==> src/rtl/fir_inverse.sv <==
// Inverse of the fixed FIR h[k]=k+1: recovers x[n] = y[n] - sum_{k>=1} h[k]*x[n-k], saturated to DW bits.
// Latency: out_valid rises N-1 cycles after the accept edge; one sample every N+1 cycles at full rate.
// Backpressure: result is held in OUT until out_ready; in_ready is low outside IDLE, so nothing is captured meanwhile.
module fir_inverse #(
  parameter int N  = 4,
  parameter int DW = 8,
  parameter int YW = 16,
  parameter int AW = 18
) (
  input  logic                 clk,
  input  logic                 rst,
  input  logic                 in_valid,
  output logic                 in_ready,
  input  logic signed [YW-1:0] y_in,
  output logic                 out_valid,
  input  logic                 out_ready,
  output logic signed [DW-1:0] x_out,
  input  logic                 sat_clr,
  output logic                 sat_flag
);

  // Tap index must reach N-1; coefficients k+1 are kept positive in a signed field.
  localparam int KW = (N > 2) ? $clog2(N) : 1;
  localparam int CW = $clog2(N + 1) + 1;
  localparam int PW = DW + CW;

  localparam logic signed [AW-1:0] SAT_MAX = (AW'(1) << (DW - 1)) - AW'(1);
  localparam logic signed [AW-1:0] SAT_MIN = ~SAT_MAX;

  typedef enum logic [1:0] {
    ST_IDLE,
    ST_MAC,
    ST_OUT
  } state_t;

  state_t                state_q, state_d;
  logic [KW-1:0]         k_q, k_d;
  logic signed [AW-1:0]  acc_q, acc_d;
  logic signed [DW-1:0]  hist_q [0:N-2];
  logic signed [DW-1:0]  hist_d [0:N-2];
  logic signed [DW-1:0]  x_out_q, x_out_d;
  logic                  out_valid_q, out_valid_d;
  logic                  sat_flag_q, sat_flag_d;

  logic signed [DW-1:0]  hist_sel;
  logic [CW-1:0]         coef_u;
  logic signed [PW-1:0]  prod;
  logic signed [AW-1:0]  term;
  logic signed [AW-1:0]  final_v;
  logic signed [AW-1:0]  y_ext;
  logic                  clamp_hi;
  logic                  clamp_lo;
  logic signed [DW-1:0]  sat_val;
  logic                  sat_set;

  // Datapath for the current tap: select x[n-k], multiply by h[k]=k+1, subtract, clamp.
  always_comb begin
    hist_sel = '0;
    for (int j = 0; j < N - 1; j++) begin
      if (k_q == KW'(j + 1)) begin
        hist_sel = hist_q[j];
      end
    end
    coef_u   = CW'(k_q) + CW'(1);
    prod     = $signed(coef_u) * hist_sel;
    term     = AW'(prod);
    final_v  = acc_q - term;
    y_ext    = AW'(y_in);
    clamp_hi = (final_v > SAT_MAX);
    clamp_lo = (final_v < SAT_MIN);
    if (clamp_hi) begin
      sat_val = SAT_MAX[DW-1:0];
    end else if (clamp_lo) begin
      sat_val = SAT_MIN[DW-1:0];
    end else begin
      sat_val = final_v[DW-1:0];
    end
  end

  // Next-state logic: accept in IDLE, one MAC per cycle, hold the result in OUT.
  always_comb begin
    state_d     = state_q;
    k_d         = k_q;
    acc_d       = acc_q;
    hist_d      = hist_q;
    x_out_d     = x_out_q;
    out_valid_d = out_valid_q;
    sat_set     = 1'b0;
    case (state_q)
      ST_IDLE: begin
        if (in_valid) begin
          acc_d   = y_ext;
          k_d     = KW'(1);
          state_d = ST_MAC;
        end
      end
      ST_MAC: begin
        if (k_q == KW'(N - 1)) begin
          // Last tap: register the saturated result and push it into the history.
          x_out_d   = sat_val;
          hist_d[0] = sat_val;
          for (int j = 1; j < N - 1; j++) begin
            hist_d[j] = hist_q[j-1];
          end
          sat_set     = clamp_hi | clamp_lo;
          out_valid_d = 1'b1;
          k_d         = '0;
          state_d     = ST_OUT;
        end else begin
          acc_d = final_v;
          k_d   = k_q + KW'(1);
        end
      end
      ST_OUT: begin
        if (out_ready) begin
          out_valid_d = 1'b0;
          state_d     = ST_IDLE;
        end
      end
      default: begin
        state_d = ST_IDLE;
      end
    endcase
  end

  // Sticky saturation flag; a new saturation beats a simultaneous clear.
  always_comb begin
    sat_flag_d = sat_clr ? 1'b0 : sat_flag_q;
    if (sat_set) begin
      sat_flag_d = 1'b1;
    end
  end

  // State registers; reset abandons any partial sample and clears the history.
  always_ff @(posedge clk or posedge rst) begin
    if (rst) begin
      state_q     <= ST_IDLE;
      k_q         <= '0;
      acc_q       <= '0;
      for (int j = 0; j < N - 1; j++) begin
        hist_q[j] <= '0;
      end
      x_out_q     <= '0;
      out_valid_q <= 1'b0;
      sat_flag_q  <= 1'b0;
    end else begin
      state_q     <= state_d;
      k_q         <= k_d;
      acc_q       <= acc_d;
      hist_q      <= hist_d;
      x_out_q     <= x_out_d;
      out_valid_q <= out_valid_d;
      sat_flag_q  <= sat_flag_d;
    end
  end

  assign in_ready  = (state_q == ST_IDLE) & ~rst;
  assign out_valid = out_valid_q;
  assign x_out     = x_out_q;
  assign sat_flag  = sat_flag_q;

endmodule

==> config.mk <==
export PLATFORM = sky130hd
export DESIGN_NAME = fir_inverse
export DESIGN_NICKNAME = d
export VERILOG_FILES = /design/src/rtl/fir_inverse.sv
export SDC_FILE = /design/constraint.sdc
export NUM_CORES = 1
export LEC_CHECK = 0
export CAP_MARGIN = 15
export CORE_ASPECT_RATIO = 0.7
export CORE_MARGIN = 8
export CORE_UTILIZATION = 45
export CTS_CLUSTER_SIZE = 14
export DETAILED_ROUTE_END_ITERATION = 16
export GPL_TIMING_DRIVEN = 1
export SYNTH_ARGS = -nofsm -noshare
export SYNTH_HDL_FRONTEND = slang
export SYNTH_SLANG_ARGS = --single-unit
==> constraint.sdc <==
create_clock -name clk -period 6.4 [get_ports clk]
set_input_delay 1.28 -clock clk [delete_from_list [all_inputs] [get_ports clk]]
set_output_delay 1.28 -clock clk [all_outputs]
set_load 0.01 [all_outputs]
==> reports/results.env, run 1 <==
TRANSITION_AT_THE_PIN_WITH_THE_SMALLEST_MAX_TRANSITION_SLACK_NS=0.896
CTS_MADE_BUFFERS=5
POST_ROUTE_CELLS_DRIVE_ABOVE_1_SHARE_PCT=6.44
DRT_PASS1_ITERATIONS=5
SHARE_OF_SYNTHESIZED_AREA_OCCUPIED_BY_FLIP_FLOPS_AND_LATCHES_PCT=26.4
ROUTE.DETAILED.DRC=0
YS_FF_LATCH=48
MAXSLEWHEADROOM_PCT=40.3
SYNTH_FP_NETS=651
SYNTH.LIB_CELLS_USED.DISTINCT=52
HOLDPATHEND='hist_q[1]$_DFFE_PP0P_'
FLOORPLAN.DIE.HEIGHT_UM=100
WIRE_LENGTH_OF_THE_FIRST_GLOBAL_ROUTING_PASS_MM=20.4
VIA_PER_INST=5.33
VIA_COUNT=3829
CTS_MAX_LEVEL=2
TOTAL_NETS_FINAL=678
SLEW_VIOLATIONS=0
CTS_SINKS=48
YOSYSTOPAREACELLSHARE_PCT=26.4
SYNTH-ASYNC-RESET-RATIO_PCT=100
WORST_CLOCK_SKEW_NS=0.00811
CLKLATENCYLATEPIN_NS=0.30
SYN_AVG_CELL_AREA_UM2=8.11
MAPPEDNETLISTAREA_MM2=0.00456
RUN_STATUS='finished, final reports clean'
SYNTH_TOP_CELL_BY_AREA='dfrtp_1'
DIE_AREA_MM2=0.0137
AREA_GROWTH_PCT=14.6
CRIT_PATH_START_KIND='flop'
CLK_PIN_SLEW_NS=0.07
CLOCK_TREE_FROM_TRITONCTS='built'
PLACEABLECOREAREA_MM2=0.00976
GRT_UTIL_ALL_LAYERS_PCT=19.0
GLOBALROUTEOVERFLOWTOTAL=0
HOLD_PATH_DEPTH=2
PIN_COUNT_OF_THE_BIGGEST_NET_ENTERING_GLOBAL_ROUTING=49
DRV.MAX_CAP_VIOLATION_COUNT=0
MAXCLOCKFREQUENCY_GHz=0.169
VIA_COUNT_OF_THE_FIRST_GLOBAL_ROUTING_PASS=3814
SYNTHESIS.INSTANCES=562
FP.DIEW_UM=136
TIMING.FINAL.HOLD_VIOLATIONS=0
POST_DRT_WL_PER_CELL_UM=17.1
FIN_CRIT_NS=5.93
DESIGN.PORTCOUNT=32
CTSROOTBUFFERMASTER='clkbuf_16'
MIN-DELAY-START='hist_q[1]$_DFFE_PP0P_'
MIN_PERIOD_OVER_PERIOD_PCT=92.6
PLACE.DETAILED.HPWL_MM=9.59
MOSTFREQUENTLAYOUTCELLS='nand2_1, inv_1, dfrtp_1, a21oi_1, ha_1'
CRITICAL_PATH.REG2REG.STARTPOINT='k_q[1]$_DFFE_PP0P_'
REPORT.FINAL.SETUP_VIOL=0
SUM_OF_ROUTED_WIRE_LENGTH_OVER_ALL_LAYERS_MM=12.3
UNREPAIRED_SETUP_ENDPOINTS_AFTER_GLOBAL_ROUTING='no'
DETAIL_ROUTE.ITER0.VIOLATIONS=181
CRITICAL_PATH.REG2REG.ENDPOINT='x_out[3]$_DFFE_PP0P_'
FINAL_ANTENNA_NET_COUNT=0
FIN_TNS_SETUP_NS=0
MIN-DELAY-PATH-CLASS='flop to flop'
DOMINANTREGCELLSYNTH='dfrtp_1'
LAYOUT.CELLS.MOST_COMMON='nand2_1'
CLK_PATH_BUF_DEPTH=2
SYNTH-EDFF-COUNT=0
CTS_HOLD_BUFFERS=0
WORST_SETUP_PATH_END_KIND='flop'
PATH_CLASS='flop to flop'
CRIT_PATH_MAX_FANOUT=9
CORE.ROWCOUNT=30
YOSYS_WARNINGS=0
WORSTREGTOREGCELLS=24
CP.REQUIRED_NS=6.59
TIMING.REG2REG.SETUP_SLACK_NS=0.47
YS_TOP_CELLS_BY_AREA='dfrtp_1, fa_1, ha_1'
INITIAL_ANTENNA_VIOLATION_COUNT=0
TIMING.CRITICAL_PATH.ARRIVAL_NS=6.12
GLOBALPLACE.CONGESTION=0.896
DIODES=0
INITIAL_CORE_UTIL_PCT=46.7
PORT_BUFFERS=31
cells in the mapped netlist (3+ instances only):
master	count
o21ai_0	27
nor2b_1	4
o21a_1	4
ha_1	38
nand2_1	110
nand2b_1	10
inv_1	73
nand4_1	5
a211oi_1	3
and3_1	4
o311ai_1	6
dfrtp_1	48
fa_1	30
xor2_1	7
clkbuf_1	19
a21o_1	5
xnor2_1	13
a21oi_1	41
o21bai_1	8
nor2_1	35
nor3_1	7
a31oi_1	5
buf_4	8
nand3_1	6
o211ai_1	6
and2_1	11
area by class of cell:
type                       count  area, um^2
fill                         910        4540
inverter                      74         282
multi-input combinational    412        2960
sequential                    48        1200
timing repair buffer          48         450
tap                          128         160
clock buffer                   5         125
clock inverter                 3        46.3
sequential cells by signal (all words and copies together) (netlist names):
register	flops
sat_flag	1
k_q	2
acc_q	18
x_out	8
hist_q	16
out_valid	1
state_q	2
per-stage QoR:
| stage | std cells | util [%] | area, um^2 | hold slack, ns | setup slack, ns |
|---|---|---|---|---|---|
| after detailed placement | 704 | 50.9 | 4970 | 0.461 | 0.410 |
| after global routing | 718 | 53.5 | 5220 | 0.486 | 0.0790 |
| after floorplan | 562 | - | 4560 | 0.437 | 0.632 |
| after global placement | 704 | 50.9 | 4970 | 0.451 | 0.473 |
| final | 718 | 53.5 | 5220 | 0.472 | 0.473 |
| after CTS | 712 | 52.7 | 5140 | 0.479 | 0.365 |
per-layer routing:
metal,track usage [%],routed length (um),up-vias
li1,-,-,1894
met3,4.59,746,12
met1,28.4,6420,1821
met4,4.04,112,0
met5,0,0,-
met2,26.9,4980,102
worst max path at each step:
| stage | start | slack (ns) | endpoint |
|---|---|---|---|
| floorplan | k_q[0]$_DFFE_PP0P_ | 0.63 | x_out[0]$_DFFE_PP0P_ |
| global placement | k_q[0]$_DFFE_PP0P_ | 0.47 | x_out[6]$_DFFE_PP0P_ |
| detailed placement | k_q[0]$_DFFE_PP0P_ | 0.41 | x_out[6]$_DFFE_PP0P_ |
| CTS | k_q[0]$_DFFE_PP0P_ | 0.37 | x_out[3]$_DFFE_PP0P_ |
| global route | k_q[1]$_DFFE_PP0P_ | 0.08 | x_out[2]$_DFFE_PP0P_ |
| finish | k_q[1]$_DFFE_PP0P_ | 0.47 | x_out[3]$_DFFE_PP0P_ |
critical path, stage by stage (launching register included):
cell	delay, ns
dfrtp_1	0.41
inv_1	0.09
ha_2	0.27
nand2_1	0.07
nor2_1	0.08
a21oi_1	0.06
nor2_1	0.11
nor2_1	0.07
nor2_2	0.17
clkinvlp_4	0.10
buf_4	0.19
fa_1	0.50
inv_1	0.04
ha_1	0.30
fa_1	0.55
inv_1	0.04
ha_1	0.39
a21oi_1	0.23
o21ai_0	0.16
a41oi_1	0.32
o211ai_1	0.16
xnor2_1	0.18
nor4_1	0.64
a41oi_2	0.32
o311ai_1	0.34
cell families (layout without fill, tap and decap cells):
group | after synthesis | count (layout) | share of synthesized area, %
adders and majority gates | 68 | 68 | 23.6
xor gates and xnor gates | 20 | 20 | 3.85
AOI/OAI and AO/OA | 124 | 124 | 17.6
and+or+nand+nor | 198 | 198 | 19.1
muxes | 2 | 2 | 0.439
buffers and inverters | 102 | 130 | 9.09
DFF | 48 | 48 | 26.4
timing repair:
item	CTS	global route
setup buffers	0	5
resized for setup	0	6
setup endpoints to repair	0	8
hold endpoints to repair	0	0
Power of run 1 is not shown: default switching activity piles up to over one toggle a cycle in this logic, so the estimate is an artifact.
==> run 2: changes to the inputs <==
--- a/config.mk
+++ b/config.mk
@@ -5,7 +5,6 @@
 export SDC_FILE = /design/constraint.sdc
 export NUM_CORES = 1
 export LEC_CHECK = 0
-export CAP_MARGIN = 15
 export CORE_ASPECT_RATIO = 0.7
 export CORE_MARGIN = 8
 export CORE_UTILIZATION = 45
==> run 2 against run 1 <==
Net effect: via count barely moved; first-iteration DRC count unchanged; clock-buffer cell count did not move; non-clock buffer count is 1 lower; die area unchanged; worst hold slack improved by 0.00074 ns; global-route usage unchanged; highest routed layer unchanged.
==> reports/results.env, run 2 (synthesized netlist as in run 1, its figures left out) <==
LARGEST_REGISTER_FFS=18  # unchanged
CP.REQUIRED_NS=6.55  # -0.04 ns
DETAIL_ROUTE.ITER0.VIOLATIONS=181  # unchanged
ROUTE.DETAILED.DRC=0  # unchanged
MAX_STAGE_DELAY_NS=0.56  # -0.08 ns
GLOBALROUTEOVERFLOWTOTAL=0  # unchanged
SUM_OF_ROUTED_WIRE_LENGTH_OVER_ALL_LAYERS_MM=12.3  # +0.51%
CTS_HOLD_BUFFERS=0  # unchanged
FINISH.UTILIZATION_PCT=53.3  # -0.21 points
ROUTE.TOP_LAYER_USED='met4'
WIRE_LENGTH_OF_THE_FIRST_GLOBAL_ROUTING_PASS_MM=20.4  # unchanged
MAXCLOCKFREQUENCY_GHz=0.170  # +0.73%
AREA_GROWTH_PCT=14.2
TOP_REGISTER='acc_q'
TIMING.CRITICAL_PATH.ARRIVAL_NS=6.03  # -0.09 ns
WORST-PATH-BUF-INV=5  # unchanged
VIA_COUNT_OF_THE_FIRST_GLOBAL_ROUTING_PASS=3814  # unchanged
DESIGN.PORTCOUNT=32  # unchanged
CTS_SINKS=48  # unchanged
WORST_CLOCK_SKEW_NS=0.00628  # -0.00183 ns
DRV.MAX_CAP_VIOLATION_COUNT=0  # unchanged
PORT_BUFFERS=31  # unchanged
POST_DRT_WL_PER_CELL_UM=17.2  # +0.65%
PATH_CLASS='flop to flop'
POST_ROUTE_CELLS_DRIVE_ABOVE_1_SHARE_PCT=6.28  # -0.16 points
LAYOUT.CELLS.MOST_COMMON='nand2_1'
CLK_PATH_BUF_DEPTH=2  # unchanged
TRANSITION_AT_THE_PIN_WITH_THE_SMALLEST_MAX_TRANSITION_SLACK_NS=1.10  # +0.209 ns
CLOCK_TREE_FROM_TRITONCTS='built'
CRIT_PATH_MAX_FANOUT=9  # unchanged
MIN_PERIOD_OVER_PERIOD_PCT=91.9  # -0.67 points
FINAL_ANTENNA_NET_COUNT=0  # unchanged
PLACEABLECOREAREA_MM2=0.00976  # unchanged
SLEW_VIOLATIONS=0  # unchanged
FIN_CRIT_NS=5.88  # -0.0431 ns
DIODES=0  # unchanged
WORSTREGTOREGCELLS=25  # +4.2%
GLOBALPLACE.CONGESTION=0.896  # unchanged
HOLD_PATH_DEPTH=2  # unchanged
WORST_SETUP_PATH_END_KIND='flop'
TIMING.FINAL.HOLD_VIOLATIONS=0  # unchanged
CRIT_PATH_START_KIND='flop'
WORSTSETUPPATHDEPTH=25  # +4.2%
CTSROOTBUFFERMASTER='clkbuf_16'
WHS_NS=0.472  # +0.000740 ns
REPORT.FINAL.SETUP_VIOL=0  # unchanged
FINAL.FILL_COUNT=914  # +0.44%
INITIAL_ANTENNA_VIOLATION_COUNT=0  # unchanged
FLOORPLAN.DIE.HEIGHT_UM=100  # unchanged
VIA_PER_INST=5.34  # about the same
MIN-DELAY-PATH-CLASS='flop to flop'
INITIAL_CORE_UTIL_PCT=46.7  # unchanged
FIN_TNS_SETUP_NS=0  # unchanged
WORST_PATH_MAX_DELAY_CELL='or4_4'
MAXSLEWHEADROOM_PCT=26.2  # -14 points
CTS_MADE_BUFFERS=5  # unchanged
MOSTFREQUENTLAYOUTCELLS='nand2_1, inv_1, dfrtp_1, a21oi_1, ha_1'
DR_WL_MET3_UM=728  # -2.4%
CLK_PIN_SLEW_NS=0.07  # about the same
RUN_STATUS='finished, final reports clean'
CRIT_FAMILY='adder cells'
DRT_PASS1_ITERATIONS=5  # unchanged
UNREPAIRED_SETUP_ENDPOINTS_AFTER_GLOBAL_ROUTING='no'
FP.DIEW_UM=136  # unchanged
DIE_AREA_MM2=0.0137  # unchanged
GRT_UTIL_ALL_LAYERS_PCT=19.0  # unchanged
WIRELENGTH_MET1_MM=6.52  # +1.5%
TOTAL_NETS_FINAL=677  # -0.15%
CLKLATENCYLATEPIN_NS=0.30  # about the same
WORST_SLACK_NS=0.516  # +0.0431 ns
CORE.ROWCOUNT=30  # unchanged
PIN_COUNT_OF_THE_BIGGEST_NET_ENTERING_GLOBAL_ROUTING=49  # unchanged
DPL_WORST_SLACK_NS=0.410  # unchanged
VIA_COUNT=3827  # -0.052%
PLACE.DETAILED.HPWL_MM=9.59  # unchanged
MET2_ROUTED_LENGTH_MM=4.97  # -0.34%
CTS_MAX_LEVEL=2  # unchanged
==> run 2: cell types whose count changed in the layout (fill, tap and decap cells not counted), sizes merged <==
cell and change:
buf -1
==> run 2: final cells by class <==
cell class                 count  area, um^2  area share (%)
sequential                    48        1200            23.1
inverter                      74         282            5.41
clock buffer                   5         125            2.41
tap                          128         160            3.08
clock inverter                 3        46.3           0.890
timing repair buffer          47         430            8.28
multi-input combinational    412        2960            56.8
==> run 2: worst paths after layout <==
kind,slack (ns),to,start
worst max-delay path,0.52,x_out[3]$_DFFE_PP0P_,k_q[1]$_DFFE_PP0P_
worst min-delay path,0.47,hist_q[1]$_DFFE_PP0P_,hist_q[1]$_DFFE_PP0P_
worst max register to register,0.52,x_out[3]$_DFFE_PP0P_,k_q[1]$_DFFE_PP0P_
worst min register to register,0.47,hist_q[1]$_DFFE_PP0P_,hist_q[1]$_DFFE_PP0P_
max in group asynchronous,4.05,k_q[0]$_DFFE_PP0P_,rst
min in group asynchronous,1.61,acc_q[6]$_DFFE_PP0P_,rst
==> run 2: repair_timing <==
| item | CTS | global route |
|---|---|---|
| endpoints found under the setup margin | 0 | 8 |
| gates resized for setup | 0 | 6 |
| setup buffers | 0 | 5 |
==> run 2: tightest hold or removal path: cells and delay by family (launching register included) <==
| family | cells | cell delay, ns |
|---|---|---|
| flops | 1 | 0.34 |
| simple gates | 2 | 0.11 |
==> run 2: metrics by stage <==
step                cell area, um^2  cells
floorplan                      4560    562
global placement               4970    704
detailed placement             4970    704
CTS                            5140    712
global route                   5200    717
finish                         5200    717
==> run 2: metal layers <==
metal / vias to the layer above / track usage (%)
li1: 1898 / -
met1: 1816 / 28.4
met2: 101 / 26.9
met3: 12 / 4.59
met4: 0 / 4.04
met5: - / 0
Power of run 2 is left out for the same reason.
==> run 3: changes to the inputs <==
--- a/config.mk
+++ b/config.mk
@@ -5,6 +5,7 @@
 export SDC_FILE = /design/constraint.sdc
 export NUM_CORES = 1
 export LEC_CHECK = 0
+export CAP_MARGIN = 20
 export CORE_ASPECT_RATIO = 0.7
 export CORE_MARGIN = 8
 export CORE_UTILIZATION = 45
@@ -14,3 +15,4 @@
 export SYNTH_ARGS = -nofsm -noshare
 export SYNTH_HDL_FRONTEND = slang
 export SYNTH_SLANG_ARGS = --single-unit
+export TNS_END_PERCENT = 100
==> results of run 3 <==
The final DEF is identical to that of run 1; final timing and power are the same.
Power of run 3 is left out for the same reason.
